File: src/rtl/fetch_decode_queue.sv
// fetch_decode_queue: decoupling FIFO between instruction fetch and decode.
// Holds {pc, pc_next, instruction} entries in a circular buffer, hands them to
// decode in order, and drops everything in one cycle on a branch redirect.
module fetch_decode_queue #(
    parameter int unsigned     DEPTH = 2,
    parameter int unsigned     XLEN  = 32,
    parameter logic [XLEN-1:0] NOP   = XLEN'(32'h00000013)
) (
    input  logic                       clk_i,
    input  logic                       rst_i,
    input  logic                       flush_i,
    input  logic                       in_valid_i,
    output logic                       in_ready_o,
    input  logic [XLEN-1:0]            in_pc_i,
    input  logic [XLEN-1:0]            in_pc_next_i,
    input  logic [XLEN-1:0]            in_instruction_i,
    output logic                       out_valid_o,
    input  logic                       out_ready_i,
    output logic [XLEN-1:0]            out_pc_o,
    output logic [XLEN-1:0]            out_pc_next_o,
    output logic [XLEN-1:0]            out_instruction_o,
    output logic [$clog2(DEPTH+1)-1:0] count_o
);

    localparam int unsigned PW = (DEPTH > 1) ? $clog2(DEPTH) : 1;
    localparam int unsigned CW = $clog2(DEPTH + 1);
    localparam logic [CW-1:0] FULL = CW'(DEPTH);

    typedef struct packed {
        logic [XLEN-1:0] pc;
        logic [XLEN-1:0] pc_next;
        logic [XLEN-1:0] instr;
    } entry_t;

    entry_t        mem_q [DEPTH];
    logic [PW-1:0] wr_ptr_q, wr_ptr_d;
    logic [PW-1:0] rd_ptr_q, rd_ptr_d;
    logic [CW-1:0] count_q, count_d;
    logic          empty;
    logic          push;
    logic          pop;
    entry_t        head;

    // Handshake: in_ready looks only at occupancy and flush, never at out_ready,
    // so a full queue refuses a push even when decode pops in the same cycle.
    assign empty       = (count_q == '0);
    assign in_ready_o  = (count_q != FULL) & ~flush_i;
    assign out_valid_o = ~empty & ~flush_i;
    assign push        = in_valid_i & in_ready_o;
    assign pop         = out_valid_o & out_ready_i;
    assign count_o     = count_q;

    // Head entry is read straight from storage; an empty queue shows a bubble.
    assign head              = mem_q[rd_ptr_q];
    assign out_pc_o          = empty ? '0  : head.pc;
    assign out_pc_next_o     = empty ? '0  : head.pc_next;
    assign out_instruction_o = empty ? NOP : head.instr;

    // Next-state pointers and occupancy; flush wipes the queue regardless of handshakes.
    always_comb begin
        wr_ptr_d = wr_ptr_q;
        rd_ptr_d = rd_ptr_q;
        count_d  = count_q;
        if (flush_i) begin
            wr_ptr_d = '0;
            rd_ptr_d = '0;
            count_d  = '0;
        end else begin
            if (push) wr_ptr_d = wr_ptr_q + PW'(1);
            if (pop)  rd_ptr_d = rd_ptr_q + PW'(1);
            case ({push, pop})
                2'b10:   count_d = count_q + CW'(1);
                2'b01:   count_d = count_q - CW'(1);
                default: count_d = count_q;
            endcase
        end
    end

    // Control state: reset has priority over flush and any handshake.
    always_ff @(posedge clk_i) begin
        if (rst_i) begin
            wr_ptr_q <= '0;
            rd_ptr_q <= '0;
            count_q  <= '0;
        end else begin
            wr_ptr_q <= wr_ptr_d;
            rd_ptr_q <= rd_ptr_d;
            count_q  <= count_d;
        end
    end

    // Entry storage is data only and carries no reset.
    always_ff @(posedge clk_i) begin
        if (push && !rst_i) begin
            mem_q[wr_ptr_q] <= '{pc: in_pc_i, pc_next: in_pc_next_i, instr: in_instruction_i};
        end
    end

`ifndef SYNTHESIS
    // Occupancy must stay within 0..DEPTH; no push into full, no pop from empty.
    always_ff @(posedge clk_i) begin
        if (!rst_i) begin
            assert (count_q <= FULL)
                else $error("fetch_decode_queue: count above DEPTH");
            assert (!(push && !pop && count_q == FULL))
                else $error("fetch_decode_queue: push into full queue");
            assert (!(pop && !push && count_q == '0))
                else $error("fetch_decode_queue: pop from empty queue");
        end
    end
`endif

endmodule

File: config.mk
export PLATFORM = sky130hd
export DESIGN_NAME = fetch_decode_queue
export DESIGN_NICKNAME = d
export VERILOG_FILES = /design/src/rtl/fetch_decode_queue.sv
export SDC_FILE = /design/constraint.sdc
export NUM_CORES = 1
export LEC_CHECK = 0
export ABC_AREA = 1
export BUFFER_PORTS_ARGS = -buffer_cell sky130_fd_sc_hd__buf_4
export CAP_MARGIN = 20
export CORE_ASPECT_RATIO = 1.25
export CORE_MARGIN = 4
export CORE_UTILIZATION = 40
export CTS_CLUSTER_DIAMETER = 120
export DETAILED_ROUTE_END_ITERATION = 12
export PLACE_DENSITY = 0.73
export REMOVE_ABC_BUFFERS = 1
export SKIP_LAST_GASP = 1
export SYNTH_ARGS = -nofsm -noshare
export SYNTH_HDL_FRONTEND = slang
export SYNTH_SLANG_ARGS = --single-unit
File: constraint.sdc
create_clock -name clk_i -period 13.4 [get_ports clk_i]
set_clock_uncertainty 0.15 [all_clocks]
set_input_delay 2.68 -clock clk_i [delete_from_list [all_inputs] [get_ports clk_i]]
set_output_delay 2.68 -clock clk_i [all_outputs]
set_load 0.03 [all_outputs]
Yosys cells after proc, flatten, opt, wreduce, memory -nomap -nowiden
Memories as Yosys holds them, arrays and structs flattened. A register that Yosys moved wholly into a read port is not among the register bits. Index checks and enable logic that the tools add are counted.

Bitwise operators: 6. Equal/unequal tests: 3. Add/subtract/negate cells: 4. Reductions and logical operators: 5. Mux-type cells: 8.

Operator list (number): two-way mux 32 bit (3); bitwise AND 1 bit (4); two-way mux 1 bit (4); case mux 2 bit (2 select lines) (1); adder 1 bit, second input constant (2); adder 2 x 1 -> 2 bit, second input constant (1); == test 2 x 1 -> 1 bit, second input constant (1); == test 2 bit, second input constant (1); zero test 2 bit (1); != test 2 bit, second input constant (1); inverter 1 bit (2); nonzero test 2 bit (1); OR reduction 2 bit (1); subtractor 2 x 1 -> 2 bit, second input constant (1); logical AND 1 bit (1); zero test 1 bit (1).

Bits in writable memories: 192. Output and inout port bits: 100. Bits of input ports: 101. Memories: 1. Bits in registers: 4. Word-level logic and storage cells: 30.

Memories: mem_q (words 2, width 96, rd ports 1, clocked after memory_dff 1, wr ports 1, RTL line 35) `entry_t mem_q [DEPTH];`.

Longest topological paths before layout
Gate-level depths: netlist (run 1).

Depth after elaboration: 6. Depth in mapped cells: 10.

Least setup slack after synthesis (run 1)
No wires, ideal clock.

Path type: in2reg. Start: input flush_i. End: memory mem_q[0][0] (netlist bit), enable pin. Library setup time: 0.668 ns. Path slack: 3.193 ns. Stages: 3. Path buffers: 0. Required time: 12.582 ns. Arrival: 9.389 ns. Cells stage by stage: inv_1 nand3_1 nor3_1.

Word-level cells in the longest chain between the ends: 6.

RTL lines: start: declaration (RTL line 11) `input logic flush_i,`; inverter 1 bit (RTL line 47) `assign in_ready_o = (count_q != FULL) & ~flush_i;`; bitwise AND 1 bit (RTL line 47); bitwise AND 1 bit (RTL line 49) `assign push = in_valid_i & in_ready_o;`; logical AND 1 bit (RTL line 94) `if (push && !rst_i) begin`; two-way mux 1 bit (RTL line 94); two-way mux 1 bit (not written as such) (RTL line 95) `mem_q[wr_ptr_q] <= '{pc: in_pc_i, pc_next: in_pc_next_i, instr: in_instruction_i};`; end: declaration (RTL line 35).

Every way passes these cells.

Worst setup path in the final report (run 1)
Start: input flush_i. End: output in_ready_o.

Word-level cells in the longest chain between the ends: 2.

RTL lines: inverter 1 bit (RTL line 47); bitwise AND 1 bit (RTL line 47); end: declaration (RTL line 13) `output logic in_ready_o,`.

Every way passes these cells.

==> impl_metrics.tcl, run 1 <==
set metrics [dict create \
    cts.repair.resized 0 \
    ff2ff_setup_slack_ns 10.67 \
    reg2reg_to "mem_q[1][70]" \
    cts_root_buffer "clkbuf_16" \
    p_per_area_nw_per_um2 130.0 \
    p_switching_mw 0.2753 \
    yosys_warnings 0 \
    worstMarginPinSlew_ns 0.9026 \
    design.die.area_um2 21520 \
    worstHoldPathType "reg -> reg" \
    ys_ff_latch 197 \
    grt_max_degree 68 \
    p_int_mw 1.021 \
    post_cts_buffers 0 \
    fin_ws_ns 7.479 \
    synth_fa_ha_area_share_pct 0.1627 \
    syn-instance-count 558 \
    synth_compound_area_share_pct 9.045 \
    min-delay-start "rd_ptr_q" \
    synthMuxAreaShare_pct 0 \
    vdd_ir_drop_max_v 0.00009219 \
    p_leak_nw 3.778 \
    multi_input_area_um2 1587 \
    rsz0062_at_grt "false" \
    crit_top_cell "buf_4" \
    status "finished, final reports clean" \
    synthToLayoutAreaGrowth_pct 29.71 \
    min_delay_path_depth 4 \
    first_global_vias 4898 \
    crit_required_ns 10.57 \
    yosys.area_share.simple_pct 11.14 \
    clk_pin_slew_ns 0.07 \
    post_dp_cell_area_um2 9369 \
    r2r_cells 5 \
    die_h_um 163.0 \
    slew_headroom_pct 39.82 \
    cts_buffers 17 \
    clkPwrFrac_pct 40.1 \
    nFillCells 1552 \
    syn_area_um2 7691 \
    slowest_stage "buf_4" \
    power_frac_comb_pct 6.7 \
    grt_overflow 0 \
    tritoncts "done" \
    final_common_cell "buf_4" \
    reg2reg_from "count_o[0]" \
    clock.fmax_ghz 0.1689 \
    core_area_um2 18850 \
    clk_latency_ns 0.41 \
    finalHoldViolations 0 \
    seqPwrFrac_pct 53.2 \
    place_ws_ns 7.486 \
    syn_avg_cell_area_um2 13.78 \
    path_cells "buf_4 -> a21oi_1 -> buf_4" \
    clock-sinks 197 \
    hpwl_um 10480 \
    drc 0 \
    regArea_um2 5869 \
    synthDistinctLibCells 18 \
    fin_nets 855 \
    totalWireLength_um 16650 \
    period_minus_slack_ns 5.921 \
    setup.worst_path.start_class "input port" \
    fin_area_um2 9976 \
    p_sw_share_pct 21.23 \
    ctsHoldBuffers 0 \
    maxSlewViolCount 0 \
    path_buf_inv 2 \
    synth_xor_area_share_pct 0.1139 \
    diodes 0 \
    grt_pass1_wl_um 25600 \
    synth_top_family_by_area "simple AND/OR/NAND/NOR gates" \
    vias 4841 \
    fin_crit_sh_pct 44.18 \
    ys_seq_area_share_pct 76.26 \
    drtIter0Drc 283 \
    fp.dieW_um 132.0 \
    ioPinCount 201 \
    setup_viol 0 \
    htree_levels 4 \
    drv_cap 0 \
    io_buffers 200 \
    clockBufferDepth 2 \
    grt_use_total_pct 15.34 \
    gp_congestion 0.7552 \
    tns_ns 0 \
    antenna_left 0 \
    viasPerCell 4.851 \
    num_rows 56 \
    wire_per_inst_um 16.69 \
    firstDrtPassIters 4 \
    start_util_pct 40.81 \
    crit_fanout 5 \
    mostFrequentLayoutCells "buf_4 (206), nand2_1 (201), edfxtp_1 (192)" \
    antenna_found_initial 0 \
    critical_path_class "in -> out" \
    cpPeakStageDelay_ns 0.17 \
    drive_gt1_share_pct 39.69 \
    cp.arrival_ns 3.09 \
    path_delay_family "buffers and inverters" \
    crit_path_end_kind "primary output" \
]
-- synthesized netlist by cell type (all sizes together) --
master	n	area share, %
a21oi	94	9.0
buf	26	2.4
clkbuf	5	0.24
dfxtp	5	1.3
edfxtp	192	75
ha	1	0.16
inv	12	0.59
nand2	202	10
nand3	5	0.33
nand4	3	0.24
nor2	10	0.49
nor3	2	0.13
xor2	1	0.11
-- layer usage --
layer	share of wire [%]	up-vias	GRT usage (%)
li1	-	2342	-
met1	39	2337	17.09
met2	53	139	27.71
met3	6.6	23	5.052
met4	2.1	0	5.062
met5	0	-	0
-- stage by stage --
| stage | util (%) | power [mW] | cells | hold WS [ns] |
|---|---|---|---|---|
| finish | 52.93 | 1.297 | 998 | 0.3893 |
| floorplan | - | 0.7456 | 527 | 0.3509 |
| CTS | 52.93 | 1.311 | 998 | 0.3873 |
| detailed placement | 49.71 | 0.7918 | 966 | 0.3751 |
| global route | 52.93 | 1.347 | 998 | 0.4201 |
| global placement | 49.56 | 0.7889 | 965 | 0.3690 |
-- tightest hold or removal path, stage by stage (launching register included) --
cell	delay, ns
dfxtp_1	0.31
inv_1	0.05
nand2_1	0.04
inv_1	0.06
nor2_1	0.04
-- flip-flops by register name (all words and copies together) (netlist names), named ones only --
register  cells
mem_q       192
count_o       2
rd_ptr_q      1
wr_ptr_q      1
-- worst max path at each step --
| stage | start | to | slack (ns) | cells past startpoint |
|---|---|---|---|---|
| 6_report | flush_i | in_ready_o | 7.48 | 3 |
| 2_1_floorplan | flush_i | mem_q[0][0] | 3.19 | 3 |
| 5_1_grt | flush_i | out_valid_o | 7.44 | 3 |
| 4_1_cts | flush_i | in_ready_o | 7.48 | 3 |
| 3_3_place_gp | flush_i | out_valid_o | 7.48 | 3 |
| 3_5_place_dp | flush_i | in_ready_o | 7.49 | 3 |
-- power by group through the flow --
stage | registers, mW | clock network, mW | logic, mW
finish | 0.690 | 0.520 | 0.0866
global route | 0.691 | 0.563 | 0.0932
CTS | 0.690 | 0.533 | 0.0880
detailed placement | 0.704 | 0 | 0.0878
global placement | 0.704 | 0 | 0.0854
floorplan | 0.707 | 0 | 0.0391
-- cells by family after synthesis --
group / after synthesis
adder cells (fa/ha/maj): 1
flip-flops: 197
AND/OR/NAND/NOR: 222
XOR/XNOR: 1
AO/OA/AOI/OAI: 94
buffers and inverters: 43
-- area by class of cell --
class | instances | area share, %
sequential | 197 | 58.84
multi-input combinational | 318 | 15.90
timing repair buffer | 207 | 15.78
clock buffer | 19 | 4.340
tap | 232 | 2.910
clock inverter | 13 | 1.743
inverter | 12 | 0.4892
Power figures use the tool's default switching activity.
==> run 2, diff against run 1 <==
==> constraint.sdc (replaced) <==
create_clock -name clk_i -period 5.88 [get_ports clk_i]
set_clock_uncertainty 0.15 [all_clocks]
set_input_delay 1.176 -clock clk_i [delete_from_list [all_inputs] [get_ports clk_i]]
set_output_delay 1.176 -clock clk_i [all_outputs]
set_load 0.03 [all_outputs]
==> run 2 against run 1 <==
  * Clock-buffer cell count unchanged
  * Routed wire length increased by 2.1%
  * First-iteration DRC count increased by 14%
  * Clock power increased by 120%
  * Die area unchanged
  * Sequential share of layout area increased by 0.18 points
  * Non-clock buffer count unchanged
  * Cell count unchanged
  * Core utilization decreased by 0.16 points
  * Sequential cell count unchanged
  * Combinational power increased by 130%
  * Final area decreased by 0.30%
  * Critical endpoint is now out_pc_o[20]
==> impl_metrics.tcl, run 2 (synthesized netlist as in run 1, its figures left out) <==
set metrics [dict create \
    totalWireLength_um 17000 \
    reg2reg_from "count_o[0]" \
    design.die.area_um2 21520 \
    drive_gt1_share_pct 39.30 \
    fp.dieW_um 132.0 \
    crit_fanout 66 \
    min-delay-start "wr_ptr_q" \
    worstHoldPathType "reg -> reg" \
    finalHoldViolations 0 \
    p_total_mw 2.891 \
    p_leak_nw 3.763 \
    drtIter0Drc 322 \
    slew_headroom_pct 38.61 \
    final_common_cell "buf_4" \
    clock.fmax_ghz 0.2625 \
    synthToLayoutAreaGrowth_pct 29.32 \
    grt_max_degree 97 \
    whs_ns 0.3942 \
    setup_viol 0 \
    crit_required_ns 4.55 \
    power_frac_comb_pct 6.9 \
    cp.arrival_ns 2.48 \
    antenna_left 0 \
    drv_cap 0 \
    gp_congestion 0.7510 \
    grt_overflow 0 \
    period_minus_slack_ns 3.810 \
    hpwl_um 10480 \
    die_h_um 163.0 \
    vdd_ir_drop_max_v 0.0001694 \
    rsz0062_at_grt "false" \
    fin_nets 855 \
    clockBufferDepth 2 \
    worstMarginPinSlew_ns 0.9209 \
    critical_path_class "reg -> out" \
    clock-sinks 197 \
    clk_latency_ns 0.41 \
    ff2ff_setup_slack_ns 3.83 \
    cts_root_buffer "clkbuf_16" \
    antenna_found_initial 1 \
    grt_use_total_pct 15.67 \
    htree_levels 4 \
    drc 0 \
    p_switching_mw 0.6153 \
    cts.repair.resized 0 \
    cts_buffers 17 \
    core_area_um2 18850 \
    setup.worst_path.start_class "register" \
    ioPinCount 201 \
    p_sw_share_pct 21.29 \
    status "finished, final reports clean" \
    clkPwrFrac_pct 38.7 \
    crit_start "count_o[0]" \
    crit_path_end_kind "primary output" \
    mostFrequentLayoutCells "buf_4 (205), nand2_1 (201), edfxtp_1 (192)" \
    p_per_area_nw_per_um2 290.6 \
    ctsHoldBuffers 0 \
    first_global_vias 5049 \
    fin_crit_sh_pct 64.79 \
    num_rows 56 \
    tritoncts "done" \
    top_register "mem_q" \
    post_cts_buffers 0 \
    wire_per_inst_um 17.03 \
    largest_reg_flops 192 \
    clk_pin_slew_ns 0.06 \
    io_buffers 200 \
    viasPerCell 4.829 \
    start_util_pct 40.81 \
    diodes 0 \
    grt_pass1_wl_um 26230 \
    p_int_mw 2.275 \
    firstDrtPassIters 4 \
    maxSlewViolCount 0 \
    seqPwrFrac_pct 54.4 \
    vias 4819 \
]
run 2: layout make-up:
cell class,instances,area [um2]
clock buffers,19,432.9
clock inverters,13,131.4
fillers,1592,8902
inverters,12,48.80
multi-input cells,318,1587
flip-flops and latches,197,5869
well taps,232,290.3
repair buffers,207,1587
run 2: critical path, cell delays in order (launching register included):
cell	delay, ns
dfxtp_1	0.36
inv_2	0.12
nand2_4	0.08
inv_4	0.66
buf_4	0.56
a21oi_1	0.08
buf_4	0.19
run 2: power groups by stage:
stage                     clock network, mW  registers, mW  logic, mW
after floorplan                           0           1.61     0.0890
after global placement                    0           1.60      0.197
after detailed placement                  0           1.60      0.202
after CTS                              1.15           1.57      0.202
after global routing                   1.22           1.57      0.215
final                                  1.12           1.57      0.200
run 2: worst paths after layout:
kind / endpoint / cells after the start
max: out_pc_o[20] / 6
min: wr_ptr_q / 4
max reg2reg: mem_q[1][42] / 5
min reg2reg: wr_ptr_q / 4
run 2: routing by layer:
layer | share of wire, % | wire, um | global-route usage, %
met4 | 1.3 | 218 | 4.489
met2 | 53 | 9047 | 28.08
met1 | 39 | 6672 | 17.99
met5 | 0.12 | 20 | 0
met3 | 6.1 | 1036 | 5.114
run 2: per-stage QoR:
stage               worst slack (ns)  cells  setup TNS [ns]  utilization [%]  area (um2)
floorplan                     -2.823    527         -290.92                -        7485
global placement               2.498    965               0            49.63        9354
detailed placement             2.441    965               0            49.63        9354
CTS                            1.973    997               0            52.62        9918
global route                   1.811    998               0            52.77        9946
finish                         2.070    998               0            52.77        9946
==> run 3, diff against run 2 <==
==> constraint.sdc (replaced) <==
create_clock -name clk_i -period 3.98 [get_ports clk_i]
set_clock_uncertainty 0.15 [all_clocks]
set_input_delay 0.796 -clock clk_i [delete_from_list [all_inputs] [get_ports clk_i]]
set_output_delay 0.796 -clock clk_i [all_outputs]
set_load 0.03 [all_outputs]
==> run 3 against run 2 <==
  * Critical path depth did not move
  * Register-to-register slack got worse by 1.9 ns
  * Worst hold slack got worse by 0.011 ns
  * Clock power rose by 51%
  * Final area rose by 0.38%
  * Die area did not move
  * Clock-buffer cell count fell by 1
==> impl_metrics.tcl, run 3 (synthesized netlist as in run 1, its figures left out) <==
set metrics [dict create \
    status "finished, final reports clean" \
    gp_congestion 0.7666 \
    start_util_pct 40.81 \
    top_register "mem_q" \
    reg2reg_from "count_o[0]" \
    first_global_vias 4883 \
    grt_overflow 0 \
    min_delay_path_depth 4 \
    cts.repair.resized 0 \
    crit_top_cell "buf_4" \
    num_rows 56 \
    cpPeakStageDelay_ns 0.42 \
    mostFrequentLayoutCells "buf_4 (205), nand2_1 (201), edfxtp_1 (192)" \
    slowest_stage "buf_4" \
    grt_max_degree 97 \
    clk_latency_ns 0.41 \
    crit_required_ns 3.03 \
    io_buffers 200 \
    crit_path_end_kind "primary output" \
    grt_use_total_pct 15.46 \
    design.die.area_um2 21520 \
    nFillCells 1556 \
    vias 4798 \
    period_minus_slack_ns 2.955 \
    clock-sinks 197 \
    worstMarginPinSlew_ns 0.7063 \
    reg2reg_to "mem_q[0][30]" \
    hpwl_um 10750 \
    min-delay-start "rd_ptr_q" \
    drtIter0Drc 389 \
    drc 0 \
    maxSlewViolCount 0 \
    viasPerCell 4.803 \
    setup.worst_path.start_class "register" \
    cp.depth 6 \
    p_leak_nw 3.784 \
    ff2ff_setup_slack_ns 1.90 \
    tritoncts "done" \
    fin_crit_sh_pct 74.26 \
    rsz0062_at_grt "false" \
    crit_fanout 28 \
    post_dp_cell_area_um2 9394 \
    wire_per_inst_um 16.75 \
    largest_reg_flops 192 \
    diodes 0 \
    totalWireLength_um 16730 \
    post_cts_buffers 0 \
    final_common_cell "buf_4" \
    drv_cap 0 \
    finalHoldViolations 0 \
    antenna_found_initial 0 \
    cp.arrival_ns 2.01 \
    ctsHoldBuffers 0 \
    clk_pin_slew_ns 0.07 \
    cts_root_buffer "clkbuf_16" \
    whs_ns 0.3832 \
    fin_nets 856 \
    worstHoldPathType "reg -> reg" \
    critical_path_class "reg -> out" \
    r2r_cells 5 \
    htree_levels 4 \
    drive_gt1_share_pct 39.90 \
    slew_headroom_pct 52.91 \
    fp.dieW_um 132.0 \
    ioPinCount 201 \
    antenna_left 0 \
    p_per_area_nw_per_um2 431.5 \
    vdd_ir_drop_max_v 0.0003093 \
    cts_buffers 17 \
    setup_viol 0 \
    die_h_um 163.0 \
    path_cells "inv_2 -> nand2_4 -> inv_4 -> buf_4 -> a21oi_1 -> buf_4" \
    fin_area_um2 9983 \
    path_delay_family "buffers and inverters" \
    clockBufferDepth 2 \
    firstDrtPassIters 4 \
    synthToLayoutAreaGrowth_pct 29.80 \
    path_buf_inv 4 \
    grt_pass1_wl_um 25860 \
    clock.fmax_ghz 0.3384 \
    core_area_um2 18850 \
]
run 3: cell count changes in the layout (fill, tap and decap cells not counted), sizes merged:
cell	delta
clkbuf	-1
buf	+1
clkinv	-2
clkinvlp	-1
inv	+5
bufinv	-1
run 3: worst max path at each step:
stage	start	end	slack [ns]
CTS	register	out_instruction_o[30]	0.94
floorplan	flush_i	mem_q[0][0]	-4.34
global route	register	out_pc_o[20]	0.82
finish	count_o[0]	out_instruction_o[30]	1.02
detailed placement	register	out_instruction_o[30]	1.40
global placement	register	out_instruction_o[30]	1.42
run 3: final cells by class:
class | instances | area [um2] | share of cell area, %
Timing Repair Buffer | 208 | 1599 | 16.02
Sequential cell | 197 | 5869 | 58.79
Clock buffer | 18 | 429.2 | 4.299
Tap cell | 232 | 290.3 | 2.908
Multi-Input combinational cell | 318 | 1587 | 15.89
Inverter | 12 | 48.80 | 0.4888
Clock inverter | 14 | 160.2 | 1.604
run 3: worst reg2reg max path, stage by stage (launching register included):
cell and delay, ns:
dfxtp_1 0.43, inv_2 0.10, nand2_1 0.09, nand3_1 0.14, nor3_2 0.17, buf_4 0.56
run 3: stage by stage:
stage	utilization (%)	power, mW	cells	worst slack [ns]	TNS [ns]
after global routing	52.97	4.475	999	0.8238	0
after global placement	49.84	2.661	967	1.423	0
after detailed placement	49.84	2.670	967	1.403	0
final	52.97	4.307	999	1.025	0
after CTS	52.97	4.360	999	0.9358	0
after floorplan	-	2.510	527	-4.343	-601.44
run 3: layer usage:
layer  routed length [um]  up-vias  global-route usage [%]
met5                    0        -                       0
met4                  282        0                   4.871
met3                 1032       18                   5.360
met2                 8791      134                   26.96
met1                 6625     2297                   18.01
li1                     -     2349                       -
run 3: report_power, final:
part	internal (mW)	leakage [nW]	switching, mW	total [mW]
clock	0.898	0.287	0.792	1.69
sequential	2.31	1.79	0.0103	2.32
combinational	0.123	1.71	0.171	0.294
